<file path="src/rtl/mem_if_pkg.sv">
// Shared response codes, FSM encodings and range helper for the memory responder.
package mem_if_pkg;
  localparam int unsigned RESP_OKAY = 0;
  localparam int unsigned RESP_ERR  = 1;

  typedef enum logic [1:0] {R_IDLE = 2'd0, R_RESP = 2'd1} rstate_t;
  typedef enum logic [1:0] {W_COLLECT = 2'd0, W_EXEC = 2'd1, W_RESP = 2'd2} wstate_t;

  function automatic logic in_range(input logic [31:0] addr, input int unsigned depth);
    return addr < depth;
  endfunction
endpackage

</file>
<file path="src/rtl/mem_array.sv">
// Word storage: one synchronous write port, two combinational read ports.
// Reads of unimplemented addresses return zero.
module mem_array #(
  parameter int unsigned ADDR_WDTH = 4,
  parameter int unsigned DATA_WDTH = 32,
  parameter int unsigned MEM_DEPTH = 16
) (
  input  logic                 clk,
  input  logic                 rst_n,
  input  logic                 we,
  input  logic [ADDR_WDTH-1:0] waddr,
  input  logic [DATA_WDTH-1:0] wdata,
  input  logic [ADDR_WDTH-1:0] raddr,
  output logic [DATA_WDTH-1:0] rdata,
  input  logic [ADDR_WDTH-1:0] daddr,
  output logic [DATA_WDTH-1:0] ddata
);
  logic [DATA_WDTH-1:0] mem [MEM_DEPTH];

  always_ff @(posedge clk or negedge rst_n) begin
    if (!rst_n) begin
      for (int i = 0; i < int'(MEM_DEPTH); i++) mem[i] <= '0;
    end else if (we) begin
      for (int i = 0; i < int'(MEM_DEPTH); i++)
        if (waddr == ADDR_WDTH'(i)) mem[i] <= wdata;
    end
  end

  // Address decode by match keeps out-of-range lookups at zero without indexing past the array.
  always_comb begin
    rdata = '0;
    for (int i = 0; i < int'(MEM_DEPTH); i++)
      if (raddr == ADDR_WDTH'(i)) rdata = mem[i];
  end

  always_comb begin
    ddata = '0;
    for (int i = 0; i < int'(MEM_DEPTH); i++)
      if (daddr == ADDR_WDTH'(i)) ddata = mem[i];
  end
endmodule

</file>
<file path="src/rtl/mem_responder.sv">
// Single-outstanding read/write memory responder with valid/ready channels
// (AR/R for reads, AW/W/B for writes) and a combinational debug read port.
module mem_responder
  import mem_if_pkg::*;
#(
  parameter int unsigned ADDR_WDTH = 4,
  parameter int unsigned DATA_WDTH = 32,
  parameter int unsigned RESP_WDTH = 1,
  parameter int unsigned MEM_DEPTH = 16
) (
  input  logic                 clk,
  input  logic                 rst_n,
  input  logic                 ar_valid,
  output logic                 ar_ready,
  input  logic [ADDR_WDTH-1:0] ar_addr,
  output logic                 r_valid,
  input  logic                 r_ready,
  output logic [DATA_WDTH-1:0] r_data,
  input  logic                 aw_valid,
  output logic                 aw_ready,
  input  logic [ADDR_WDTH-1:0] aw_addr,
  input  logic                 w_valid,
  output logic                 w_ready,
  input  logic [DATA_WDTH-1:0] w_data,
  output logic                 b_valid,
  input  logic                 b_ready,
  output logic [RESP_WDTH-1:0] b_resp,
  input  logic [ADDR_WDTH-1:0] dbg_addr,
  output logic [DATA_WDTH-1:0] dbg_data
);
  rstate_t r_state, r_next;
  wstate_t w_state, w_next;

  logic                 aw_got, w_got;
  logic [ADDR_WDTH-1:0] w_addr;
  logic [DATA_WDTH-1:0] w_buf;
  logic [DATA_WDTH-1:0] rd_word;
  logic                 mem_we;

  logic ar_hs, r_hs, aw_hs, w_hs, b_hs;
  assign ar_hs = ar_valid & ar_ready;
  assign r_hs  = r_valid  & r_ready;
  assign aw_hs = aw_valid & aw_ready;
  assign w_hs  = w_valid  & w_ready;
  assign b_hs  = b_valid  & b_ready;

  // ---- read path ----
  always_ff @(posedge clk or negedge rst_n) begin
    if (!rst_n) r_state <= R_IDLE;
    else        r_state <= r_next;
  end

  always_comb begin
    r_next = r_state;
    case (r_state)
      R_IDLE:  if (ar_hs) r_next = R_RESP;
      R_RESP:  if (r_hs)  r_next = R_IDLE;
      default: r_next = R_IDLE;
    endcase
  end

  always_comb begin
    ar_ready = (r_state == R_IDLE);
    r_valid  = (r_state == R_RESP);
  end

  // Sampled before any same-edge write commit, so a colliding read sees the old word.
  always_ff @(posedge clk or negedge rst_n) begin
    if (!rst_n)     r_data <= '0;
    else if (ar_hs) r_data <= rd_word;
  end

  // ---- write path ----
  always_ff @(posedge clk or negedge rst_n) begin
    if (!rst_n) w_state <= W_COLLECT;
    else        w_state <= w_next;
  end

  always_comb begin
    w_next = w_state;
    case (w_state)
      W_COLLECT: if ((aw_got | aw_hs) & (w_got | w_hs)) w_next = W_EXEC;
      W_EXEC:    w_next = W_RESP;
      W_RESP:    if (b_hs) w_next = W_COLLECT;
      default:   w_next = W_COLLECT;
    endcase
  end

  always_comb begin
    aw_ready = (w_state == W_COLLECT) & ~aw_got;
    w_ready  = (w_state == W_COLLECT) & ~w_got;
    b_valid  = (w_state == W_RESP);
  end

  always_ff @(posedge clk or negedge rst_n) begin
    if (!rst_n) begin
      aw_got <= 1'b0;
      w_got  <= 1'b0;
      w_addr <= '0;
      w_buf  <= '0;
    end else if (b_hs) begin
      aw_got <= 1'b0;
      w_got  <= 1'b0;
    end else begin
      if (aw_hs) begin
        aw_got <= 1'b1;
        w_addr <= aw_addr;
      end
      if (w_hs) begin
        w_got <= 1'b1;
        w_buf <= w_data;
      end
    end
  end

  always_ff @(posedge clk or negedge rst_n) begin
    if (!rst_n) b_resp <= '0;
    else if (w_state == W_EXEC)
      b_resp <= in_range(32'(w_addr), MEM_DEPTH) ? RESP_WDTH'(RESP_OKAY) : RESP_WDTH'(RESP_ERR);
  end

  assign mem_we = (w_state == W_EXEC) & in_range(32'(w_addr), MEM_DEPTH);

  mem_array #(
    .ADDR_WDTH(ADDR_WDTH),
    .DATA_WDTH(DATA_WDTH),
    .MEM_DEPTH(MEM_DEPTH)
  ) u_mem (
    .clk   (clk),
    .rst_n (rst_n),
    .we    (mem_we),
    .waddr (w_addr),
    .wdata (w_buf),
    .raddr (ar_addr),
    .rdata (rd_word),
    .daddr (dbg_addr),
    .ddata (dbg_data)
  );
endmodule

</file>
<file path="config.mk">
export PLATFORM = sky130hd
export DESIGN_NAME = mem_responder
export DESIGN_NICKNAME = d
export VERILOG_FILES = /design/src/rtl/mem_if_pkg.sv /design/src/rtl/mem_array.sv /design/src/rtl/mem_responder.sv
export SDC_FILE = /design/constraint.sdc
export NUM_CORES = 1
export LEC_CHECK = 0
export BUFFER_PORTS_ARGS = -buffer_cell sky130_fd_sc_hd__buf_2
export CAP_MARGIN = 20
export CORE_MARGIN = 2
export CORE_UTILIZATION = 35
export DETAILED_ROUTE_END_ITERATION = 10
export GPL_TIMING_DRIVEN = 0
export REMOVE_ABC_BUFFERS = 1
export SKIP_LAST_GASP = 1
export SYNTH_ARGS = -nofsm -noshare
export SYNTH_HDL_FRONTEND = slang
export SYNTH_SLANG_ARGS = --single-unit
</file>
<file path="constraint.sdc">
create_clock -name clk -period 2 [get_ports clk]
set_input_delay 0.2 -clock clk [delete_from_list [all_inputs] [get_ports clk]]
set_output_delay 0.2 -clock clk [all_outputs]
set_load 0.02 [all_outputs]
</file>
# Word-level counts from Yosys, hierarchy flattened
# Index checks and enable logic that the tools add are counted.
dict set report classes {
  reduce_logical 27
  muxes 42
  bitwise_logic 13
  eq_ne 52
}
# op n
set ops {}
lappend ops {{$mux W32} 32}
lappend ops {{$eq A4 B4 Y1 const B} 24}
lappend ops {{$eq A4 B3 Y1 const B} 12}
lappend ops {{$reduce_and A2 Y1} 20}
lappend ops {{$eq A4 B2 Y1 const B} 6}
lappend ops {{$eq A4 B1 Y1 const B} 3}
lappend ops {{$logic_not A4 Y1} 3}
lappend ops {{$and A1 B1 Y1} 8}
lappend ops {{$mux W2} 4}
lappend ops {{$ne A2 B1 Y1 const B} 3}
lappend ops {{$pmux W2 S3} 1}
lappend ops {{$eq A2 B1 Y1 const B} 2}
lappend ops {{$logic_not A2 Y1} 2}
lappend ops {{$mux W1} 4}
lappend ops {{$pmux W2 S2} 1}
lappend ops {{$reduce_bool A2 Y1} 2}
lappend ops {{$not A1 Y1} 3}
lappend ops {{$eq A2 B2 Y1 const B} 1}
lappend ops {{$ne A2 B2 Y1 const B} 1}
lappend ops {{$or A1 B1 Y1} 2}
dict set report word_totals {
  elab_cells 157
  output_inout_bits 70
  register_bits 586
  in_bits 51
}

# Longest topological paths before layout
# Gate-level depths: netlist (run 1).
dict set report logic_depth {
  depth_word 17
  mapped_depth 10
  mapped_depth_nobuf 5
}

# Modules after synthesis
# Synthesis (run 1) repeated with hierarchy kept, for this count alone.
dict set report hier_totals {
  cells_unflattened 2761
  hier_area_um2 31774.2
}
# mod seq_area_each_um2 cells_per_inst area_each_um2 instances
set modules_own_cells {}
lappend modules_own_cells {mem_array 12812.3 2588 28981.5 1}
lappend modules_own_cells {mem_responder 1826.8 173 2792.7 1}

# Worst setup path after synthesis (run 1)
# Ideal clock, no wire load.
dict set report synth_path {
  kind {reg-to-reg}
  from {register w_state[0]}
  to {register w_buf[10]}
  arrival_ps 1934
  t_required_ps 1875
  stages_incl_launch_ff 6
  setup_ps 125
  setup_slack_ps -59
  period_less_slack_ps 2059
  n_path_buf 2
  cell_sequence {dfrtp_1 > nor3_1 > and2_1 > clkbuf_1 > buf_2 > mux2_2}
}
dict set report synth_via {
  elab_chain_cells 4
  elab_cells_between_ends 7
  classes_between {1 x eq/ne; 4 x bitwise; 2 x reduce/logical}
}
# item line
set synth_lines {}
lappend synth_lines {{from (decl)} mem_responder.sv:32} ;# wstate_t w_state, w_next;
lappend synth_lines {{from (signal assigned)} mem_responder.sv:76} ;# else w_state <= w_next;
lappend synth_lines {{$logic_not A2 Y1} mem_responder.sv:91} ;# w_ready = (w_state == W_COLLECT) & ~w_got;
lappend synth_lines {{$and A1 B1 Y1} mem_responder.sv:91}
lappend synth_lines {{via w_ready} mem_responder.sv:23} ;# output logic w_ready,
lappend synth_lines {{$and A1 B1 Y1} mem_responder.sv:44} ;# assign w_hs = w_valid & w_ready;
lappend synth_lines {{$reduce_and A2 Y1 (no source line)} n/a}
lappend synth_lines {{to (signal assigned)} mem_responder.sv:111} ;# w_buf <= w_data;
lappend synth_lines {{to (decl)} mem_responder.sv:36} ;# logic [DATA_WDTH-1:0] w_buf;
# The timed path passes the listed nets, and every way through them passes these cells.
# A chain may end at the register's enable or synchronous reset.

# Worst setup path in the final report (run 1)
dict set report layout_path {
  from {register u_mem.mem[14] (netlist name)}
  to {output port dbg_data[14]}
}
dict set report layout_via {
  elab_chain_cells 1
}
# item line
set layout_lines {}
lappend layout_lines {{from (decl)} mem_array.sv:18} ;# logic [DATA_WDTH-1:0] mem [MEM_DEPTH];
lappend layout_lines {{from (signal, indexed assignment)} mem_array.sv:25} ;# if (waddr == ADDR_WDTH'(i)) mem[i] <= wdata;
lappend layout_lines {{$mux W32} mem_array.sv:39} ;# if (daddr == ADDR_WDTH'(i)) ddata = mem[i];
lappend layout_lines {{to (decl)} mem_responder.sv:29} ;# output logic [DATA_WDTH-1:0] dbg_data
# Every way passes these cells.

==> flow_summary_export.csv, run 1 <==
group,metric,value,unit
run_status,status,"complete, but fails checks",
run_status,violations,"negative hold slack, negative setup slack",
sta,max_slew_margin,18.8,%
route,drc,0,
worst_setup_path,end_kind,"output pin",
route,route.detailed.wl_per_inst,32.0,um
logic_synthesis,ys_seq_area_share,45.5,%
route,drt-initial-drc-count,3420,
sta,worstMarginPinSlew,1220,ps
logic_synthesis,avgSynthCellArea,11.4,sq um
logic_synthesis,synth-simple-area-share,6.30,%
route,dr.pass1.iters,9,
logic_synthesis,synth_flop_cell,"dfrtp_1",
worst_hold_path,hold_path_class,"in2async",
layout,n_fill_cell,8388,
global_routing,grt_use_total,27.7,%
clock_tree,numClockSinks,585,
worst_setup_path,r2r_slack,-20,ps
logic_synthesis,postSynth.asyncResetShare,100,%
clock_tree,cts_hold_buf,40,
clock_tree,cts_buffers,68,
logic_synthesis,synth_top_family_by_area,"multiplexers",
logic_synthesis,syn-cell-area,32200,sq um
sta,setup_ws,-561,ps
logic_synthesis,synth_compound_area_share,16.2,%
sta,finalClockSkew,30.2,ps
clock_tree,path_clk_slew,60,ps
global_routing,gr-total-overflow,0,
layout,nets,3057,
placement,dp_slack,-2410,ps
global_routing,grt_pass1_wl,191000,um
die,die_area,94400,sq um
sta,hold_ws,-418,ps
sta,finalHoldViolCount,88,
worst_setup_path,arrival,2360,ps
logic_synthesis,synth_fa_ha_area_share,0,%
die,start_util,35.2,%
die,placementRows,111,
layout,final_util,44.1,%
power,p_leak,0.0178,uW
logic_synthesis,ys_warn_count,0,
sta,period_share,128,%
die,die_w,307,um
clock_tree,clock_latency,640,ps
logic_synthesis,synth_cells,2826,
placement,dp_hpwl,74100,um
clock_tree,clock_path_buffers,3,
worst_setup_path,start_kind,"register",
worst_setup_path,required,1800,ps
route,vias_per_cell,6.47,
logic_synthesis,synth_edf_count,0,
global_routing,grt_max_degree,110,
global_routing,grt_pass1_vias,26600,
clock_tree,cts_tree,"yes",
sta,clock.fmax,391,MHz
die,io_pins,121,
die,die_h,307,um
route,via_count,27500,
placement,portBuffers,119,
logic_synthesis,synth_seq_cells,585,
run,max_cap_violations,0,
die,coreArea,91400,sq um
layout,layout-drive-gt1-share,41.4,%
worst_setup_path,critPathMaxFanout,4,
logic_synthesis,yosysUniqueCellTypes,79,
sta,slew_violations,0,
logic_synthesis,muxShareOfSynthArea,27.5,%
placement,gp_congestion,0.832,
route,wirelength,136000,um
sta,rsz0062_at_grt,"true",
power,ir_worst_vdd,0.000672,V
clock_tree,root_buffer,"clkbuf_16",
global_routing,antenna_found_initial,3,
clock_tree,cts_htree_levels,3,
power,pwr_density_cell,1260,nW/um^2
logic_synthesis,synth_xor_area_share,0.0272,%
worst_setup_path,path_class,"reg2out",
sta,fin_crit,2560,ps
sta,setup_viol,38,
layout,area_growth,25.2,%
route,ant_nets,0,
cell usage in the layout, fill, tap and decap left out, types with 26 or more instances in the layout:
master           n
a21oi_1        137
a22oi_1         61
buf_12          47
buf_16          35
buf_2           88
buf_4          125
buf_6           26
clkbuf_16       75
dfrtp_1        580
dlygate4sd3_1   40
mux2_2         585
mux2i_1        116
mux4_2          29
nand2_1        125
nor2_1          79
o21ai_0        136
o22ai_1         81
where the power goes:
part	switching [uW]	internal, uW	leakage [uW]
combinational	6950	8700	0.00907
clock	5340	7460	0.00111
sequential	5510	16600	0.00760
cells in the mapped netlist (9+ instances only):
cell         n  share of area (%)
a22o_1      24               0.65
buf_2      116                1.8
a311oi_1    11               0.30
a32oi_1     21               0.57
o211ai_1    18               0.42
mux2i_1    116                3.6
nand2_1    144                1.7
a221oi_1    18               0.49
o221ai_1    15               0.41
a21oi_1    155                2.4
mux2_2     594                 21
buf_4       32               0.75
mux4_2      29                2.0
inv_1       10               0.12
and3_1       9               0.17
a2bb2oi_1   17               0.46
buf_6       11               0.38
o2bb2ai_1   18               0.49
nor3_1      19               0.30
nor2b_1     33               0.64
mux2_1      14               0.49
a211oi_1    12               0.28
dfrtp_1    585                 45
o22ai_1     96                1.9
nand2b_1    38               0.74
o21ai_0    161                2.5
a222oi_1    16               0.50
a31oi_1     27               0.52
o32ai_1      9               0.24
nor2_1      90                1.0
clkbuf_1   114                1.3
a22oi_1     68                1.6
a21o_1      21               0.49
nand3_1     27               0.42
cell families after synthesis:
logic type,after synthesis
muxes,760
buffers and inverters,290
xor gates and xnor gates,1
DFF,585
and+or+nand+nor,412
other,1
AOI/OAI and AO/OA,777
stage by stage:
| step | setup TNS [ps] | instances | instance area [sq um] | hold slack [ps] | total power [uW] |
|---|---|---|---|---|---|
| 5_1_grt | -12630 | 4245 | 40300 | -367 | 52800 |
| 6_report | -9530 | 4246 | 40300 | -418 | 50600 |
| 3_5_place_dp | -302030 | 3914 | 34300 | 273 | 35200 |
| 4_1_cts | -14000 | 4190 | 39300 | -385 | 49600 |
| 2_1_floorplan | -183370 | 2549 | 30800 | -95.6 | 29600 |
| 3_3_place_gp | -8528720 | 3854 | 32900 | 382 | 34500 |
sequential cells by signal, summed over array words and instances (netlist names):
register   flops
aw_got         1
r_data        32
r_state        1
u_mem.mem    512
w_addr         4
w_buf         32
w_got          1
w_state        2
routing by layer:
metal  part of all wire [%]  routed length (um)  track usage, %
met1                     39               52800            35.9
met2                     43               58400            40.7
met3                     11               15500            7.82
met4                    6.6                8930            17.4
met5                  0.048                  65           0.207
worst paths after layout:
check	cells after the start	from	endpoint
max	6	u_mem.mem[14]	dbg_data[14]
min	1	rst_n	u_mem.mem[80]
max reg2reg	6	w_state[1]	u_mem.mem[342]
min reg2reg	1	u_mem.mem[257]	u_mem.mem[257]
max in group asynchronous	4	rst_n	w_buf[25]
min in group clk	5	ar_valid	r_data[21]
critical path, cell delays in order (launching register included):
cell,delay [ps]
dfrtp_1,410
mux2_4,270
mux4_2,470
mux2_4,290
nand2_4,70
o31ai_4,80
buf_6,150
layout make-up:
class                           count  area (sq um)  share of cell area, %
Tap cell                         1186          1480                   3.68
Timing Repair Buffer              386          4630                   11.5
Clock inverter                     22           239                  0.593
Antenna cell                        1          2.50                0.00621
Multi-Input combinational cell   1952         17200                   42.7
Sequential cell                   585         14600                   36.3
Inverter                           13          97.6                  0.242
Clock buffer                      101          2000                   4.96
what timing repair did:
action,4_1_cts,5_1_grt
resized for setup,220,93
pin swaps,61,48
setup buffers,94,51
endpoints found under the hold margin,129,88
gates cloned,19,5
endpoints found under the setup margin,578,340
No activity file was read; power rests on OpenSTA's default activity.
==> run 2, diff against run 1 <==
ABC_AREA = 1   (was default)
==> flow_summary_export.csv, run 2 <==
group,metric,value,unit
power,power_frac_seq,44.0,%
logic_synthesis,postSynth.asyncResetShare,100,%
worst_hold_path,hold_path_class,"in2async",
die,io_pins,121,
route,vias_per_cell,5.35,
global_routing,antenna_found_initial,5,
sta,finalHoldViolCount,0,
sta,worstMarginPinSlew,1110,ps
clock_tree,cts_tree,"yes",
worst_setup_path,required,1800,ps
global_routing,grt_use_total,23.4,%
die,placementRows,105,
layout,nets,4169,
sta,max_slew_margin,26.1,%
power,p_comb_share,27.9,%
worst_setup_path,worst-r2r-cell-count,8,
logic_synthesis,synth_cells,3951,
placement,dp_hpwl,62400,um
power,pwr_density_cell,1280,nW/um^2
layout,largest_registers,"u_mem.mem x512, r_data x32, w_buf x32",
logic_synthesis,syn-cell-area,29000,sq um
worst_setup_path,r2r_end,"u_mem.mem[66]",
layout,stdcell_count,5240,
die,coreArea,82100,sq um
sta,slew_violations,0,
route,via_count,28000,
die,die_area,85300,sq um
logic_synthesis,synth.most_common_cell,"nand2_1",
worst_setup_path,critPathMaxFanout,3,
run_status,status,"complete, but fails checks",
sta,rsz0062_at_grt,"true",
power,p_int,29100,uW
clock_tree,cts_buffers,61,
route,wirelength,105000,um
worst_setup_path,r2r_slack,-90,ps
logic_synthesis,yosysUniqueCellTypes,25,
power,switchingPower,17000,uW
logic_synthesis,ys_seq_area_share,50.4,%
sta,finalClockSkew,28.6,ps
worst_setup_path,worstReg2RegStart,"w_addr[2]",
layout,regMostFlops,"u_mem.mem",
clock_tree,path_clk_slew,60,ps
power,ir_worst_vdd,0.000882,V
run_status,violations,"negative setup slack",
worst_setup_path,start_kind,"register",
clock_tree,root_buffer,"clkbuf_16",
clock_tree,numClockSinks,585,
layout,n_antenna_cell,0,
global_routing,gr-total-overflow,0,
route,route.detailed.wl_per_inst,20.0,um
logic_synthesis,ys_warn_count,0,
worst_setup_path,end_kind,"output pin",
logic_synthesis,synth_common_cells,"nand2_1, dfrtp_1, o21ai_0, nor2_1, inv_1",
route,drt-initial-drc-count,3291,
route,drc,0,
placement,gp_congestion,0.837,
clock_tree,cts_htree_levels,2,
worst_setup_path,path_class,"reg2out",
route,dr.pass1.iters,5,
die,start_util,35.4,%
clock_tree,clock_latency,650,ps
logic_synthesis,synth_seq_cells,585,
worst_setup_path,arrival,2370,ps
layout,layout-drive-gt1-share,15.5,%
layout,final_cell_mix,"nand2_1, dfrtp_1, o21ai_0",
die,die_w,292,um
logic_synthesis,synth_flop_cell,"dfrtp_1",
logic_synthesis,netlist.area_leader.share,50.4,%
placement,portBuffers,119,
route,ant_nets,0,
global_routing,grt_pass1_vias,25600,
sta,period_share,128,%
global_routing,grt_max_degree,115,
layout,largest_reg_flops,512,
power,finalPower,46100,uW
layout,mostFrequentLayoutCell,"nand2_1",
global_routing,grt_pass1_wl,155000,um
logic_synthesis,yosys-top-cells-area,"dfrtp_1, nand2_1, o21ai_0, nor2_1, inv_1",
sta,clock.fmax,390,MHz
sta,fin_crit,2570,ps
placement,dp_slack,-1250,ps
placement,dp_cells,4947,
power,p_sw_share,36.9,%
die,die_h,292,um
logic_synthesis,yosysTopAreaCell,"dfrtp_1",
logic_synthesis,avgSynthCellArea,7.35,sq um
power,p_leak,0.0169,uW
run,max_cap_violations,0,
clock_tree,clock_path_buffers,3,
power,clkPwrFrac,28.2,%
sta,setup_viol,42,
layout,final_util,43.9,%
sta,setup_ws,-566,ps
layout,area_growth,24.1,%
logic_synthesis,synth_edf_count,0,
-- run 2: cell types whose count changed in the layout (fill, tap and decap cells not counted), sizes merged, moves of 36 or more --
cell    change
buf        -42
mux2i     -116
nor2      +243
o22ai      -96
or2        +57
a22oi      -68
nand4     +145
nand2b     -39
mux2      -607
mux4       -36
inv       +243
nand3     +157
o21ai     +379
nand2    +1252
-- run 2: power groups by stage --
stage,clock [uW],combinational (uW),sequential (uW)
after floorplan,0,7040,19800
after global placement,0,10700,20200
after detailed placement,0,11300,20200
after CTS,13100,12200,20100
after global routing,13600,14500,20900
final,13000,12900,20300
-- run 2: kinds of logic (layout without fill, tap and decap cells) --
group,after synthesis,in the layout,synth area share [%]
AOI/OAI and AO/OA,721,721,12.5
buffers and inverters,511,718,6.68
DFF,585,585,50.4
muxes,1,1,0.0388
other,1,1,0.0129
and+or+nand+nor,2132,2144,30.4
-- run 2: layout make-up --
| class | instances | area (sq um) |
|---|---|---|
| fillers | 8124 | 46100 |
| flip-flops and latches | 585 | 14600 |
| multi-input cells | 2867 | 13400 |
| repair buffers | 335 | 3320 |
| clock buffers | 81 | 1760 |
| well taps | 1070 | 1340 |
| inverters | 265 | 1040 |
| clock inverters | 34 | 518 |
| repair inverters | 3 | 22.5 |
-- run 2: worst max-delay path by stage --
| stage | start | end | slack (ps) | cells past startpoint |
|---|---|---|---|---|
| 6_report | u_mem.mem[435] | dbg_data[19] | -570 | 9 |
| 2_1_floorplan | ar_addr[2] | r_data[22] | -1460 | 13 |
| 4_1_cts | u_mem.mem[429] | dbg_data[13] | -620 | 9 |
| 5_1_grt | u_mem.mem[431] | dbg_data[15] | -680 | 11 |
| 3_3_place_gp | rst_n | u_mem.mem[386] | -12060 | 1 |
| 3_5_place_dp | ar_addr[1] | r_data[21] | -1250 | 14 |
-- run 2: metrics by stage --
| step | instance area [sq um] | hold slack (ps) | setup TNS (ps) |
|---|---|---|---|
| 5_1_grt | 36000 | 74.5 | -19690 |
| 6_report | 36000 | 55.8 | -13710 |
| 4_1_cts | 35200 | 40.2 | -14710 |
| 3_3_place_gp | 30000 | 403 | -7960470 |
| 2_1_floorplan | 28100 | -95.6 | -151600 |
| 3_5_place_dp | 31300 | 242 | -131130 |
-- run 2: repair_timing --
item                                   in CTS  in global routing
setup endpoints to repair                 442                244
gates resized for setup                   127                 79
gates cloned                               13                 10
endpoints found under the hold margin     119                  0
buffers inserted                           76                 36
hold buffers                               43                  0
pin swaps                                  55                 84
-- run 2: worst max-delay path, cell delays in order, from the launching register on --
cell and delay [ps]:
dfrtp_1 390, nand2_1 100, nand3_2 80, a21oi_2 140, nand4_1 160, nand2_1 110, nand4_1 150, nor3_2 250
nand4_1 160, buf_6 160
-- run 2: layer usage --
layer  wire, um  vias to the layer above  track usage, %
li1           -                    13100               -
met2      47800                     1125            37.2
met1      45300                    13600            32.6
met3       8800                      192            3.97
met5         38                        -               0
met4       2860                        6            7.22
